--- config.mk ---
export PLATFORM = sky130hd
export DESIGN_NAME = lsu_mem_initiator_flat
export DESIGN_NICKNAME = d
export VERILOG_FILES = /design/src/rtl/lsu_mem_initiator_if.sv /design/src/rtl/lsu_mem_initiator.sv /design/src/flat_wrapper.sv
export SDC_FILE = /design/constraint.sdc
export NUM_CORES = 1
export LEC_CHECK = 0
export ABC_AREA = 0
export ABC_CLOCK_PERIOD_IN_PS = 3280
export CAP_MARGIN = 20
export CORE_ASPECT_RATIO = 1.2
export CORE_MARGIN = 1.5
export CORE_UTILIZATION = 52
export DETAILED_ROUTE_END_ITERATION = 10
export PLACE_DENSITY = 0.92
export SKIP_LAST_GASP = 1
export SYNTH_ARGS = -nofsm -noshare
export SYNTH_HDL_FRONTEND = slang
export SYNTH_SLANG_ARGS = --single-unit
--- constraint.sdc ---
create_clock -name clk -period 3.28 [get_ports clk]
set_input_delay 0.82 -clock clk [delete_from_list [all_inputs] [get_ports clk]]
set_output_delay 0.82 -clock clk [all_outputs]
set_load 0.03 [all_outputs]
--- src/rtl/lsu_mem_initiator_if.sv ---
// lsu_mem_initiator_if: core request/response and data-memory signals of the load/store unit
interface lsu_mem_initiator_if;
    logic        req_valid;
    logic        req_ready;
    logic        req_we;
    logic [2:0]  req_funct3;
    logic [31:0] req_addr;
    logic [31:0] req_wdata;
    logic        rsp_valid;
    logic [31:0] rsp_rdata;
    logic        rsp_fault;
    logic        mem_read;
    logic        mem_write;
    logic [31:0] mem_addr;
    logic [31:0] mem_wdata;
    logic [31:0] mem_rdata;
    modport master (
        input  req_valid, req_we, req_funct3, req_addr, req_wdata, mem_rdata,
        output req_ready, rsp_valid, rsp_rdata, rsp_fault,
               mem_read, mem_write, mem_addr, mem_wdata
    );
    modport slave (
        output req_valid, req_we, req_funct3, req_addr, req_wdata, mem_rdata,
        input  req_ready, rsp_valid, rsp_rdata, rsp_fault,
               mem_read, mem_write, mem_addr, mem_wdata
    );
endinterface

--- src/rtl/lsu_mem_initiator.sv ---
// lsu_mem_initiator: load/store unit driving a word-only single-port data memory
module lsu_mem_initiator #(
    parameter int DEPTH_WORDS = 256
) (
    input logic                 clk,
    input logic                 rst_n,
    lsu_mem_initiator_if.master bus
);
    typedef enum logic [2:0] {IDLE, LOAD, RMW_RD, WRITE, RESP} state_t;
    localparam logic [31:0] LIMIT = 32'(4 * DEPTH_WORDS);
    state_t      state, state_n;
    logic [2:0]  f3_q;
    logic [31:0] addr_q, wdata_q, merge_q, rdata_q;
    logic        fault_q;
    logic        hs, illegal, misaligned, out_of_range, fault;
    logic [4:0]  sh;
    logic [15:0] sel;
    logic [31:0] mask, ins, merge_d, ext;
    // request acceptance and fault classification from the live request
    always_comb begin
        hs           = bus.req_valid && state == IDLE;
        illegal      = bus.req_we ? !(bus.req_funct3 inside {3'b000, 3'b001, 3'b010})
                                  : (bus.req_funct3 inside {3'b011, 3'b110, 3'b111});
        misaligned   = (bus.req_funct3[1:0] == 2'b01 && bus.req_addr[0]) ||
                       (bus.req_funct3[1:0] == 2'b10 && bus.req_addr[1:0] != 2'b00);
        out_of_range = bus.req_addr >= LIMIT;
        fault        = illegal || misaligned || out_of_range;
    end
    // lane select, sub-word merge for stores and extension for loads
    always_comb begin
        sh      = f3_q[0] ? {addr_q[1], 4'b0000} : {addr_q[1:0], 3'b000};
        mask    = (f3_q[0] ? 32'h0000_FFFF : 32'h0000_00FF) << sh;
        ins     = (f3_q[0] ? {16'h0, wdata_q[15:0]} : {24'h0, wdata_q[7:0]}) << sh;
        merge_d = (bus.mem_rdata & ~mask) | ins;
        sel     = 16'(bus.mem_rdata >> sh);
        ext     = f3_q[1] ? bus.mem_rdata
                : f3_q[0] ? {{16{sel[15] & ~f3_q[2]}}, sel}
                :           {{24{sel[7] & ~f3_q[2]}}, sel[7:0]};
    end
    // state register
    always_ff @(posedge clk or negedge rst_n) begin
        if (!rst_n) state <= IDLE;
        else        state <= state_n;
    end
    // next-state: faults respond at once, SW skips the read half of read-modify-write
    always_comb begin
        state_n = state;
        case (state)
            IDLE:    state_n = !hs ? IDLE : fault ? RESP : !bus.req_we ? LOAD
                             : bus.req_funct3[1] ? WRITE : RMW_RD;
            LOAD:    state_n = RESP;
            RMW_RD:  state_n = WRITE;
            WRITE:   state_n = RESP;
            RESP:    state_n = IDLE;
            default: state_n = IDLE;
        endcase
    end
    // latch the request on handshake and the merge word during the read phase
    always_ff @(posedge clk or negedge rst_n) begin
        if (!rst_n) begin
            f3_q    <= '0;
            addr_q  <= '0;
            wdata_q <= '0;
            merge_q <= '0;
        end else begin
            if (hs) begin
                f3_q    <= bus.req_funct3;
                addr_q  <= bus.req_addr;
                wdata_q <= bus.req_wdata;
            end
            if (state == RMW_RD) merge_q <= merge_d;
        end
    end
    // response data and fault update only on entry to RESP so they hold between pulses
    always_ff @(posedge clk or negedge rst_n) begin
        if (!rst_n) begin
            fault_q <= 1'b0;
            rdata_q <= '0;
        end else if (state_n == RESP && state != RESP) begin
            fault_q <= state == IDLE;
            rdata_q <= state == LOAD ? ext : '0;
        end
    end
    // outputs decode from state so reset clears the memory strobes immediately
    always_comb begin
        bus.req_ready = state == IDLE;
        bus.rsp_valid = state == RESP;
        bus.rsp_fault = fault_q;
        bus.rsp_rdata = rdata_q;
        bus.mem_read  = state == LOAD || state == RMW_RD;
        bus.mem_write = state == WRITE;
        bus.mem_addr  = (state == LOAD || state == RMW_RD || state == WRITE)
                      ? {addr_q[31:2], 2'b00} : '0;
        bus.mem_wdata = state == WRITE ? (f3_q[1] ? wdata_q : merge_q) : '0;
    end
endmodule

--- src/flat_wrapper.sv ---
// flat-port wrapper written by rule: the top's interface ports become plain ports
module lsu_mem_initiator_flat 
#(
    parameter int DEPTH_WORDS = 256
)
  (clk, rst_n, bus_req_valid, bus_req_we, bus_req_funct3, bus_req_addr, bus_req_wdata, bus_mem_rdata, bus_req_ready, bus_rsp_valid, bus_rsp_rdata, bus_rsp_fault, bus_mem_read, bus_mem_write, bus_mem_addr, bus_mem_wdata);
  lsu_mem_initiator_if bus_i ();
  input logic clk;
  input logic rst_n;
  input wire logic [$bits(bus_i.req_valid)-1:0] bus_req_valid;
  input wire logic [$bits(bus_i.req_we)-1:0] bus_req_we;
  input wire logic [$bits(bus_i.req_funct3)-1:0] bus_req_funct3;
  input wire logic [$bits(bus_i.req_addr)-1:0] bus_req_addr;
  input wire logic [$bits(bus_i.req_wdata)-1:0] bus_req_wdata;
  input wire logic [$bits(bus_i.mem_rdata)-1:0] bus_mem_rdata;
  output wire logic [$bits(bus_i.req_ready)-1:0] bus_req_ready;
  output wire logic [$bits(bus_i.rsp_valid)-1:0] bus_rsp_valid;
  output wire logic [$bits(bus_i.rsp_rdata)-1:0] bus_rsp_rdata;
  output wire logic [$bits(bus_i.rsp_fault)-1:0] bus_rsp_fault;
  output wire logic [$bits(bus_i.mem_read)-1:0] bus_mem_read;
  output wire logic [$bits(bus_i.mem_write)-1:0] bus_mem_write;
  output wire logic [$bits(bus_i.mem_addr)-1:0] bus_mem_addr;
  output wire logic [$bits(bus_i.mem_wdata)-1:0] bus_mem_wdata;
  assign bus_i.req_valid = bus_req_valid;
  assign bus_i.req_we = bus_req_we;
  assign bus_i.req_funct3 = bus_req_funct3;
  assign bus_i.req_addr = bus_req_addr;
  assign bus_i.req_wdata = bus_req_wdata;
  assign bus_i.mem_rdata = bus_mem_rdata;
  assign bus_req_ready = bus_i.req_ready;
  assign bus_rsp_valid = bus_i.rsp_valid;
  assign bus_rsp_rdata = bus_i.rsp_rdata;
  assign bus_rsp_fault = bus_i.rsp_fault;
  assign bus_mem_read = bus_i.mem_read;
  assign bus_mem_write = bus_i.mem_write;
  assign bus_mem_addr = bus_i.mem_addr;
  assign bus_mem_wdata = bus_i.mem_wdata;
  lsu_mem_initiator #(.DEPTH_WORDS(DEPTH_WORDS)) u_core (.clk(clk), .rst_n(rst_n), .bus(bus_i));
endmodule
==> impl_results.md, run 1 <==
* Clock buffer depth at 2
* Register bit total from synthesis at approximately 140
* Max-slew violations at 0
* Area share of xor/xnor cells in the synthesized design at 0%
* Peak VDD IR at 0.0003034 V
* Main combinational cell family by area after synthesis: simple AND/OR/NAND/NOR gates
* Vias/cell at 5.784
* Mux contribution to synthesized area at 9.349%
* Post-synth ARST share at 100.0%
* Count of final setup violators at 0
* Status: completed
* Drt drc at 0
* Max Clk Rate at 314.7 MHz
* Synth Area in Simple Gates at roughly 25%
* Post-synth EDFFs at 0
* Post-synth top flop: dfrtp_1
* Critical Path, Cell by Cell: or3b_2 > nand2b_1 > clkdlybuf4s50_1
* Sequential area share after synthesis at 48.54%
* DRT iter0 DRCs at 604
* Crit Path Category: flop to primary output
* Max incr delay on CP at between 0.6 and 0.7 ns
* CTS root buffer: clkbuf_16
* Top delay family on crit path: simple AND/OR/NAND/NOR gates
* Post-layout net count at between 1000 and 1500
* Detail Placement HPWL at 15150 um
* Die width at 108.6 um
* CTS clock-pin slew for the worst setup and hold paths at roughly 0.06 ns
* Data arrival time of the worst path at 2.36 ns
* IO Port Bufs at roughly 200
* # hold bufs at CTS at 0
* Routed Antenna Nets at 0
* Worst Skew at 0.007871 ns
* Area after DPL at 9070 sq um
* Period utilization at 96.87%
* Synthesized area per cell at 8.888 sq um
* GPL Wtd Cong at 0.9193
* Overflow after GRT at 0
* First-pass DRT Iterations at 8
* H-Tree Depth at 4
* Crit end category: primary output
* Final worst setup slack at 0.1027 ns
* Min Tclk post-route at 3.177 ns
* Initial antenna violation count at 0
* Initial Util at between 50% and 60%
* GRT Util Overall at 31.34%
* Placed Instances at 1112
* Post-synthesis cell area at 6959 sq um
* Ant. Diodes at 0
* Complex-gate fraction of the synthesized area at between 10% and 20%
* Area growth, synth to finish at 38.85%
* Worst slew pin tran at 0.7361 ns
* Vias post-DR at 6617
* Finished Cell Area at 9663 sq um
* Critical Path Start Type: flop
* Leakage at 4.460 nW
* Unrepaired setup endpoints after global routing: false
* CP Max Fanout at 11
* PD cells at ~460 nW/um^2
* Post CTS Setup Buffer Count at 0
* Num rows at 46
* CP max-delay cell: clkdlybuf4s50_1
* Clk_lat worst skew at 0.42 ns
* Yosys cell types at 50
* Core region area at 13120 sq um
* Die Area at about 14000 sq um
* Setup tns final at 0 ns
* I/O pin total at 204
* Largest net degree at the start of global routing at 67
* YS warnings at 0
* Clock tree from TritonCTS: built
* Most frequent cells in the layout: nand2_1, clkdlybuf4s50_1, dfrtp_1
* Hold WC Path Type: primary input to asynchronous set/reset pin
* Slew margin rel. at about 50%
* Inserted Clock Buffers at 17
* Total power at 4.484 mW
* Cells after synthesis at 783
* Vert. Die Dim at 129.7 um
* Critical Path RT at 2.46 ns
* Max Cap Viol at 0
* First-pass GRT wire length at 33510 um
* Most common cell after layout, fill and taps aside: nand2_1
* Worst Path Buf+Inv at 1
* Final WL at 21590 um
* Adder-Cell Fraction of Synth Area at 0%
* Setup Slack @ Placement at 0.1574 ns
* Final hold violation count at 0
* Clock sinks at 135
* Vias in the first global route at 6445
* Drt wl/cell at about 19 um
* Finished Layout Cells at 1144
* Layout cells sized above 1 at 10.25%
==> final timing paths <==
path                                               startpoint                                   end  slack [ns]  depth (start not counted)
worst max-delay path                u_core.state[1]$_DFF_PN0_                          bus_mem_read        0.10                          3
worst min-delay path                                    rst_n   u_core.bus.rsp_rdata[2]$_DFFE_PN0P_        0.31                          1
worst max register to register     u_core.f3_q[1]$_DFFE_PN0P_  u_core.bus.rsp_rdata[17]$_DFFE_PN0P_        0.69                          6
worst min register to register  u_core.addr_q[16]$_DFFE_PN0P_         u_core.addr_q[16]$_DFFE_PN0P_        0.47                          2
max in group asynchronous                               rst_n        u_core.wdata_q[20]$_DFFE_PN0P_        2.14                          2
min in group clk                u_core.addr_q[16]$_DFFE_PN0P_         u_core.addr_q[16]$_DFFE_PN0P_        0.47                          2
==> power by group <==
group / switching, mW / internal (mW)
Combinational: 0.386 / 0.319
Clock: 0.728 / 1.16
Sequential: 0.120 / 1.77
Total: 1.23 / 3.25
==> metrics by stage <==
step | hold slack [ns] | utilization (%)
2_1_floorplan | 0.4374 | -
3_3_place_gp | 0.4487 | 69.12
3_5_place_dp | 0.4560 | 69.12
4_1_cts | 0.3205 | 73.60
5_1_grt | 0.3427 | 73.64
6_report | 0.3092 | 73.64
==> per-layer routing <==
metal | up-vias | wire [um] | global-route usage (%)
met5 | - | 0 | 0
li1 | 3005 | - | -
met4 | 0 | 1054 | 16.95
met1 | 3188 | 8122 | 37.82
met2 | 334 | 10860 | 52.39
met3 | 90 | 1545 | 6.793
==> area by class of cell <==
| class | count | area (sq um) |
|---|---|---|
| clock buffers | 21 | 460.4 |
| clock inverters | 11 | 125.1 |
| fillers | 938 | 3460 |
| inverters | 3 | 11.26 |
| multi-input cells | 589 | 3331 |
| flip-flops and latches | 135 | 3379 |
| well taps | 168 | 210.2 |
| repair buffers | 217 | 2146 |
==> cell usage after synthesis (4+ instances only) <==
cell | n | area share (%)
nand2_1 | 256 | 14
dfrtp_1 | 135 | 49
nor2_1 | 68 | 3.7
mux2i_1 | 65 | 9.3
clkbuf_1 | 38 | 2.0
and2_1 | 32 | 2.9
a21oi_1 | 24 | 1.7
nor2b_1 | 18 | 1.6
a22oi_1 | 15 | 1.6
buf_2 | 9 | 0.65
a31oi_1 | 8 | 0.72
o22ai_1 | 8 | 0.72
o22ai_2 | 8 | 1.4
a211o_1 | 7 | 0.88
a22o_1 | 7 | 0.88
a32o_1 | 7 | 1.0
and3_1 | 7 | 0.63
o2bb2ai_1 | 7 | 0.88
nor4_1 | 6 | 0.54
o221ai_1 | 5 | 0.63
buf_1 | 4 | 0.22
nand2b_1 | 4 | 0.36
==> worst register-to-register path: stages (launching register included) <==
cell     delay [ns]
dfrtp_2        0.69
buf_4          0.62
or4bb_1        0.55
o41ai_1        0.10
a31oi_1        0.08
buf_4          0.24
o22ai_1        0.22
==> sequential cells by signal, indices dropped and copies added, names as in the netlist <==
name and cells:
u_core.bus.rsp_fault 1, u_core.addr_q 32, u_core.wdata_q 32, u_core.state 3, u_core.merge_q 32, u_core.bus.rsp_rdata 32, u_core.f3_q 3
==> kinds of logic after synthesis <==
family / Yosys count
compound gates: 117
mux: 65
flops: 135
simple gates: 405
buf+inv: 60
other cells: 1
==> timing repair <==
| item | in CTS | in global routing |
|---|---|---|
| endpoints found under the setup margin | 14 | 6 |
| hold endpoints to repair | 0 | 0 |
| gates resized for setup | 1 | 1 |
| gates cloned | 0 | 0 |
Power figures use the tool's default switching activity.
==> run 2, diff against run 1 <==
==> constraint.sdc (replaced) <==
create_clock -name clk -period 3.28 [get_ports clk]
set_input_delay 0.328 -clock clk [delete_from_list [all_inputs] [get_ports clk]]
set_output_delay 0.328 -clock clk [all_outputs]
set_load 0.03 [all_outputs]
==> impl_results.md, run 2 (synthesis results as in run 1) <==
* RR Startpoint: u_core.f3_q[0]$_DFFE_PN0P_
* Initial antenna violation count at 0 (unchanged)
* Data arrival time of the worst path at 2.67 ns (+0.31 ns)
* Max incr delay on CP at 0.69 ns (about the same)
* Max Clk Rate at 333.4 MHz (+5.9%)
* Max Cap Viol at 0 (unchanged)
* GPL Wtd Cong at 0.9342 (+1.6%)
* Routed Antenna Nets at 0 (unchanged)
* Most common cell after layout, fill and taps aside: nand2_1
* Die Area at 14090 sq um (unchanged)
* IO Port Bufs at 201 (unchanged)
* Drt drc at 0 (unchanged)
* Setup Slack @ Placement at 0.6614 ns (+0.5040 ns)
* Clock sinks at 135 (unchanged)
* CP Max Fanout at 24 (+13)
* Vert. Die Dim at 129.7 um (unchanged)
* Clock buffer depth at 2 (unchanged)
* Vias in the first global route at 6265 (-2.8%)
* PD cells at 480.2 nW/um^2 (+3.5%)
* Ant. Diodes at 0 (unchanged)
* Register-to-Register Path Depth at 4 (-2)
* Crit path capture: bus_mem_wdata[31]
* Slew margin rel. at 30.50% (-20 points)
* Status: completed
* Layout cells sized above 1 at 6.974% (-3.3 points)
* Die width at 108.6 um (unchanged)
* Critical Path Start Type: flop
* Most frequent cells in the layout: nand2_1, clkdlybuf4s50_1, dfrtp_1
* Period utilization at 91.45% (-5.4 points)
* Worst reg-to-reg setup slack at 0.78 ns (+0.09 ns)
* Drt wl/cell at 18.59 um (-1.5%)
* Leakage at 4.402 nW (-1.3%)
* Area growth, synth to finish at 39.59%
* Post_cts resized at 0 (-1)
* Worst slew pin tran at 1.042 ns (+0.3063 ns)
* Hold WC Path Type: primary input to asynchronous set/reset pin
* Detail Placement HPWL at 14770 um (-2.5%)
* CTS clock-pin slew for the worst setup and hold paths at 0.06 ns (about the same)
* Crit end category: primary output
* Final worst setup slack at 0.2805 ns (+0.1778 ns)
* Area after DPL at 9062 sq um (about the same)
* Vias/cell at 5.730 (-0.94%)
* Initial Util at 53.03% (unchanged)
* Clock tree from TritonCTS: built
* Finished Cell Area at 9714 sq um (+0.53%)
* Final hold violation count at 0 (unchanged)
* Critical path origin: u_core.state[0]$_DFF_PN0_
* Final WL at 21240 um (-1.6%)
* Worst Skew at 0.006398 ns (-0.001472 ns)
* Post CTS Setup Buffer Count at 0 (unchanged)
* Critical Path, Cell by Cell: nor2b_1 > nand2_1 > buf_4 > nor2_1 > clkdlybuf4s50_1
* GRT Util Overall at 30.28% (-1.1 points)
* # hold bufs at CTS at 1 (+1)
* Core region area at 13120 sq um (unchanged)
* DRT iter0 DRCs at 553 (-8.4%)
* Critical Path RT at 2.95 ns (+0.49 ns)
* Max-slew violations at 0 (unchanged)
* CP max-delay cell: clkdlybuf4s50_1
* First-pass GRT wire length at 32490 um (-3.0%)
* Clk_lat worst skew at 0.42 ns (about the same)
* Reg2reg end: u_core.merge_q[23]$_DFFE_PN0P_
* Total power at 4.665 mW (+4.0%)
* I/O pin total at 204 (unchanged)
* Post-layout net count at 1065 (-0.094%)
* Peak VDD IR at 0.0003603 V (+19%)
* Setup tns final at 0 ns (unchanged)
* CTS root buffer: clkbuf_16
* Inserted Clock Buffers at 17 (unchanged)
* Overflow after GRT at 0 (unchanged)
* Largest net degree at the start of global routing at 72 (+7.5%)
* First-pass DRT Iterations at 6 (-2)
* Unrepaired setup endpoints after global routing: false
* Num rows at 46 (unchanged)
* Vias post-DR at 6549 (-1.0%)
* H-Tree Depth at 4 (unchanged)
* Count of final setup violators at 0 (unchanged)
* Min Tclk post-route at 2.999 ns (-0.1778 ns)
* Crit Path Category: flop to primary output
* Fin Hold WS at 0.4389 ns (+0.1296 ns)
run 2: changes by cell type in the layout (fill, tap and decap cells not counted), moves of 2 or more:
cell             delta
bufinv_16           +2
clkdlybuf4s50_1    +30
buf_12              -7
clkinvlp_4          -3
buf_4              -26
run 2: worst min path at each step:
stage | slack [ns] | depth (start not counted) | endpoint | from
after floorplan | 0.03 | 0 | u_core.addr_q[0]$_DFFE_PN0P_ | rst_n
after global placement | 0.35 | 1 | u_core.bus.rsp_rdata[4]$_DFFE_PN0P_ | rst_n
after detailed placement | 0.35 | 1 | u_core.bus.rsp_rdata[4]$_DFFE_PN0P_ | rst_n
after CTS | 0.44 | 3 | u_core.wdata_q[31]$_DFFE_PN0P_ | bus_req_wdata[31]
after global routing | 0.45 | 3 | u_core.wdata_q[9]$_DFFE_PN0P_ | bus_req_wdata[9]
final | 0.44 | 2 | u_core.bus.rsp_rdata[4]$_DFFE_PN0P_ | rst_n
run 2: per-layer routing:
metal  GRT usage [%]  routed length (um)
met5               0                   0
met4           18.89                1138
met3           5.744                1574
met2           48.28               10470
met1           38.06                8059
run 2: area by class of cell:
class / instances / area (sq um)
Fill cell: 904 / 3408
Clock inverter: 11 / 171.4
Sequential cell: 135 / 3379
Inverter: 3 / 11.26
Clock buffer: 21 / 470.5
Timing Repair Buffer: 216 / 2148
Multi-Input combinational cell: 589 / 3323
Tap cell: 168 / 210.2
run 2: per-stage QoR:
step,instances,utilization (%)
after floorplan,784,-
after global placement,1109,68.85
after detailed placement,1110,69.06
after CTS,1143,74.03
after global routing,1143,74.03
final,1143,74.03
run 2: critical path, delay by kind of cell, from the launching register on:
family	cells	cell delay (ns)
buffers and inverters	2	1.00
DFF	1	0.46
and+or+nand+nor	3	0.78
run 2: power breakdown:
part	switching, mW	internal (mW)	total [mW]
clock	0.725	1.33	2.06
combinational	0.383	0.322	0.704
sequential	0.128	1.77	1.90
total	1.24	3.43	4.66
==> RTL change 1: new RTL, flow settings as in run 1 <==
Encoding of `state_t`: now one-hot (5 bits for 5 states).
--- a/src/rtl/lsu_mem_initiator.sv
+++ b/src/rtl/lsu_mem_initiator.sv
@@ -7,5 +7,5 @@
     lsu_mem_initiator_if.master bus
 );
-    typedef enum logic [2:0] {IDLE, LOAD, RMW_RD, WRITE, RESP} state_t;
+    typedef enum logic [4:0] {IDLE = 5'b00001, LOAD = 5'b00010, RMW_RD = 5'b00100, WRITE = 5'b01000, RESP = 5'b10000} state_t;
     localparam logic [31:0] LIMIT = 32'(4 * DEPTH_WORDS);
     state_t      state, state_n;
Function: same outputs for any inputs over 10 cycles, from zero or initial values and one cycle with rst_n low; not proved beyond that.
==> RTL change 1 against run 1 <==
- total power up 20%
- sequential cell count up 2
- sequential share of layout area up 0.42 points
- largest cell class unchanged
- critical path depth up 5
- critical path type unchanged
- clock power up 13%
- synthesized area down 0.67%
- setup slack better by 0.00058 ns
- cell area up 0.31%
- wire length down 0.71%
- combinational power up 69%
- fmax about the same
==> RTL change 1: results (changes against run 1) <==
FF-to-FF End=u_core.bus.rsp_rdata[6]; Avg Inst Size Synth=11.0 um2 (+23%); gr usage total=31.6% (+0.23 points); initial DRC count=473 (-22%); status=finished clean; clock latency on the worst-skew pair=0.42 ns (about the same); diode count=0 (unchanged); clock buffer depth=2 (unchanged); register area share after synthesis=49.6% (+1.1 points); CP delay by family, top=simple AND/OR/NAND/NOR gates; DP HPWL=14500 um (-4.4%); FF-to-FF Start=u_core.addr_q[1]; average wire per standard cell=21.5 um (+14%); top cells by count, synth=136 x dfrtp_1, 74 x mux2_2, 53 x nand2_1; P_leak=4.56 nW (+2.3%); worst hold path type=in2async; Worst Skew=0.0120 ns (+0.00413 ns); Async S/R FF share, synth=100% (unchanged); H-tree depth=4 (unchanged); crit path DAT=2.36 ns (about the same); Max IR drop VDD=505 uV (+67%); Post-DRT Antenna Nets=0 (unchanged); Buffers on Ports=201 (unchanged); grt ovf=0 (unchanged); Netlist cell types=39 (-22%); post-place setup slack=0.455 ns (+0.297 ns); CTS buffer count=17 (unchanged); routability cong.=0.869 (-5.5%); R2R depth=6 (unchanged); synth top area cells=dfrtp_1 49%, mux2_2 12%, mux2i_1 7.1%; CP max stage delay=0.42 ns (-0.26 ns); layout cells sized above 1=20.6% (+10 points); Register-to-Register Setup Slack=0.96 ns (+0.27 ns); sw power=0.00155 W (+26%); synth warn=0 (unchanged); root buf cell=clkbuf_16; via count=6051 (-8.6%); # Post-CTS Setup Buffers=0 (unchanged); Crit Path Max Fanout=18 (+7); antenna violations before repair=0 (unchanged); Worst-path clk slew=0.06 ns (about the same); pin count of the biggest net entering global routing=69 (+3.0%); dpl cells=965 (-13%); Detailed Routing Iterations Pass 1=5 (-3); Routed WL=21400 um (-0.71%); pin slew with the least headroom to its limit=0.649 ns (-0.0870 ns); slowest CP cell=dfrtp_1; nets=923 (-13%); hold_buf cts=0 (unchanged); global-route wire length before repair=33200 um (-0.91%)
RTL change 1: cell count changes after synthesis, sizes merged, moves of 8 or more:
cell / before / now
mux2: 0 / 74
a32o: 8 / 0
o22ai: 16 / 0
nor2: 70 / 36
mux2i: 65 / 49
nand2: 256 / 53
or3: 0 / 9
o2bb2ai: 7 / 24
o21ai: 5 / 49
nor3b: 1 / 10
a2bb2oi: 1 / 9
o221ai: 8 / 0
RTL change 1: layer usage:
layer	global-route usage (%)	vias up	wire length, um
met5	0	-	0
met4	17.3	0	1050
met3	7.04	89	1810
met2	50.9	364	10500
met1	39.6	2983	8090
li1	-	2615	-
RTL change 1: cells by family (layout without fill, tap and decap cells):
kind of cell	count (synthesis)	count (layout)	share of synthesized area, %
other cells	1	2	0.0542
flops	137	137	49.6
mux	124	124	19.5
simple gates	187	187	14.0
buf+inv	53	255	3.69
compound gates	128	128	13.2
RTL change 1: layout make-up:
type | count | area (um2)
Fill cell | 799 | 3140
Timing Repair Buffer | 220 | 2160
Clock buffer | 19 | 433
Multi-Input combinational cell | 441 | 3230
Clock inverter | 13 | 218
Tap cell | 164 | 205
Inverter | 3 | 11.3
Sequential cell | 137 | 3430
RTL change 1: stage by stage:
step	total power [W]	area [um2]	util [%]	hold WS, ns
6_report	0.00539	9690	75.5	0.373
4_1_cts	0.00538	9650	75.2	0.399
3_5_place_dp	0.00322	9000	70.1	0.471
3_3_place_gp	0.00316	9000	70.1	0.464
5_1_grt	0.00557	9690	75.5	0.424
2_1_floorplan	0.00281	6920	-	0.449
RTL change 1: timing repair:
action | 4_1_cts | 5_1_grt
endpoints found under the hold margin | 0 | 0
gates resized for setup | 0 | 16
setup endpoints to repair | 0 | 17
RTL change 1: how the worst max path moves through the flow:
stage | from | end | slack, ns | depth (start not counted)
finish | u_core.state[4] | bus_mem_addr[30] | 0.10 | 8
CTS | u_core.state[4] | bus_mem_wdata[18] | 0.09 | 5
detailed placement | bus_req_addr[0] | u_core.bus.rsp_rdata[13] | 0.45 | 7
floorplan | u_core.f3_q[1] | bus_mem_wdata[12] | 0.78 | 5
global route | u_core.state[4] | bus_mem_addr[30] | -0.02 | 8
global placement | bus_req_addr[24] | u_core.bus.rsp_rdata[11] | 0.47 | 7
RTL change 1: power by group through the flow:
| stage | combinational, W | clock, W | sequential (W) |
|---|---|---|---|
| after floorplan | 0.000815 | 0 | 0.00199 |
| after global placement | 0.00109 | 0 | 0.00206 |
| after detailed placement | 0.00114 | 0 | 0.00209 |
| after CTS | 0.00118 | 0.00214 | 0.00206 |
| after global routing | 0.00127 | 0.00221 | 0.00209 |
| final | 0.00119 | 0.00213 | 0.00207 |
==> RTL change 2: new RTL, settings of run 1 <==
Without the edit above. `DEPTH_WORDS` is set to 256 in 2 places; all go to 192.
--- a/src/rtl/lsu_mem_initiator.sv
+++ b/src/rtl/lsu_mem_initiator.sv
@@ -1,5 +1,5 @@
 // lsu_mem_initiator: load/store unit driving a word-only single-port data memory
 module lsu_mem_initiator #(
-    parameter int DEPTH_WORDS = 256
+    parameter int DEPTH_WORDS = 192
 ) (
     input logic                 clk,
--- a/src/flat_wrapper.sv
+++ b/src/flat_wrapper.sv
@@ -2,5 +2,5 @@
 module lsu_mem_initiator_flat 
 #(
-    parameter int DEPTH_WORDS = 256
+    parameter int DEPTH_WORDS = 192
 )
   (clk, rst_n, bus_req_valid, bus_req_we, bus_req_funct3, bus_req_addr, bus_req_wdata, bus_mem_rdata, bus_req_ready, bus_rsp_valid, bus_rsp_rdata, bus_rsp_fault, bus_mem_read, bus_mem_write, bus_mem_addr, bus_mem_wdata);
Function: changed (Yosys sat finds a counterexample within 4 cycles, from zero or initial values and one cycle with rst_n low).
==> RTL change 2 against run 1 <==
- clock skew up 0.0052 ns
- fmax up 0.22%
- wire length up 1.2%
- total power up 2.0%
- utilization up 0.94 points
- first-iteration DRC count up 2.2%
- via count up 4.7%
- setup slack better by 0.0070 ns
- synthesized area up 2.0%
- sequential cell count unchanged
- cell area up 2.6%
- critical endpoint is now bus_mem_wdata[0]
- largest cell class is now multi-input gates
- highest routed layer unchanged
==> RTL change 2: results (changes against run 1) <==
layout cells sized above 1=6.63% (-3.6 points); CP delay by family, top=buffers and inverters; mux share of post-synthesis cell area=9.50% (+0.15 points); nets=1116 (+4.7%); Int Pwr=0.00325 W (+0.12%); Netlist cell types=45 (-10%); Top FF cell, synth=dfrtp_1; register area share after synthesis=47.6% (-0.97 points); vias in the first global route=6612 (+2.6%); synth top area cells=dfrtp_1 48%, nand2_1 15%, mux2i_1 9.3%; post-CTS sizing=0 (-1); Worst Skew=0.0131 ns (+0.00518 ns); global-route wire length before repair=33900 um (+1.3%); status=finished clean; register share of total power=41.5% (-0.7 points); Crit Path Max Fanout=33 (+22); gr usage total=31.2% (-0.14 points); DP HPWL=15400 um (+1.8%); average wire per standard cell=18.3 um (-3.0%); Slew Limit Headroom=48.0% (-2.9 points); vias per inst=5.80 (+0.30%); diode count=0 (unchanged); CP max stage delay=0.72 ns (+0.04 ns); # fillers=914 (-2.6%); initial DRC count=617 (+2.2%); P_leak=5.01 nW (+12%); Synth Area in Compound Gates=12.8% (-0.30 points); root buf cell=clkbuf_16; routability cong.=0.908 (-1.2%); Max IR drop VDD=346 uV (+14%); crit path DAT=2.35 ns; combinational share of power=16.8% (+1.1 points); Synth Area in Adders=0% (unchanged); top cells by count, synth=286 x nand2_1, 135 x dfrtp_1, 66 x mux2i_1; pin count of the biggest net entering global routing=61 (-9.0%); Detailed Routing Iterations Pass 1=7 (-1)
## RTL change 2: cell types whose count changed after synthesis, sizes merged, moves of 15 or more
cell   change
o21ai     +55
and2      -24
nand2     +31
a21oi     -21
nor2b     +15
## RTL change 2: through the flow
stage,total power (W),worst slack (ns),instances,area (um2),hold slack (ns)
final,0.00457,0.110,1194,9920,0.380
after global routing,0.00474,0.0306,1194,9920,0.411
after CTS,0.00458,0.00346,1194,9840,0.392
after detailed placement,0.00267,0.473,1162,9250,0.454
after global placement,0.00265,0.561,1162,9250,0.455
after floorplan,0.00234,0.910,837,7110,0.438
## RTL change 2: path summary, 6_finish.rpt
check / startpoint / to / slack, ns / depth (start not counted)
hold reg to reg: u_core.addr_q[4] / u_core.addr_q[4] / 0.47 / 2
setup / recovery: u_core.state[0] / bus_mem_wdata[0] / 0.11 / 5
max in group asynchronous: rst_n / u_core.addr_q[2] / 2.13 / 2
min in group clk: u_core.addr_q[4] / u_core.addr_q[4] / 0.47 / 2
hold / removal: rst_n / u_core.addr_q[24] / 0.38 / 1
setup reg to reg: u_core.f3_q[1] / u_core.bus.rsp_rdata[0] / 0.83 / 6
## RTL change 2: area by class of cell
| class | instances | share of cell area [%] |
|---|---|---|
| multi-input cells | 637 | 34.6 |
| clock buffers | 17 | 4.29 |
| flip-flops and latches | 135 | 34.1 |
| well taps | 168 | 2.12 |
| clock inverters | 15 | 1.67 |
| repair buffers | 218 | 23.1 |
| inverters | 4 | 0.151 |
## RTL change 2: metal layers
metal	track usage, %	vias up	part of all wire, %
met2	51.1	420	48
met5	0	-	0
met3	5.65	81	8.5
met1	39.9	3261	39
li1	-	3165	-
met4	15.1	0	4.6
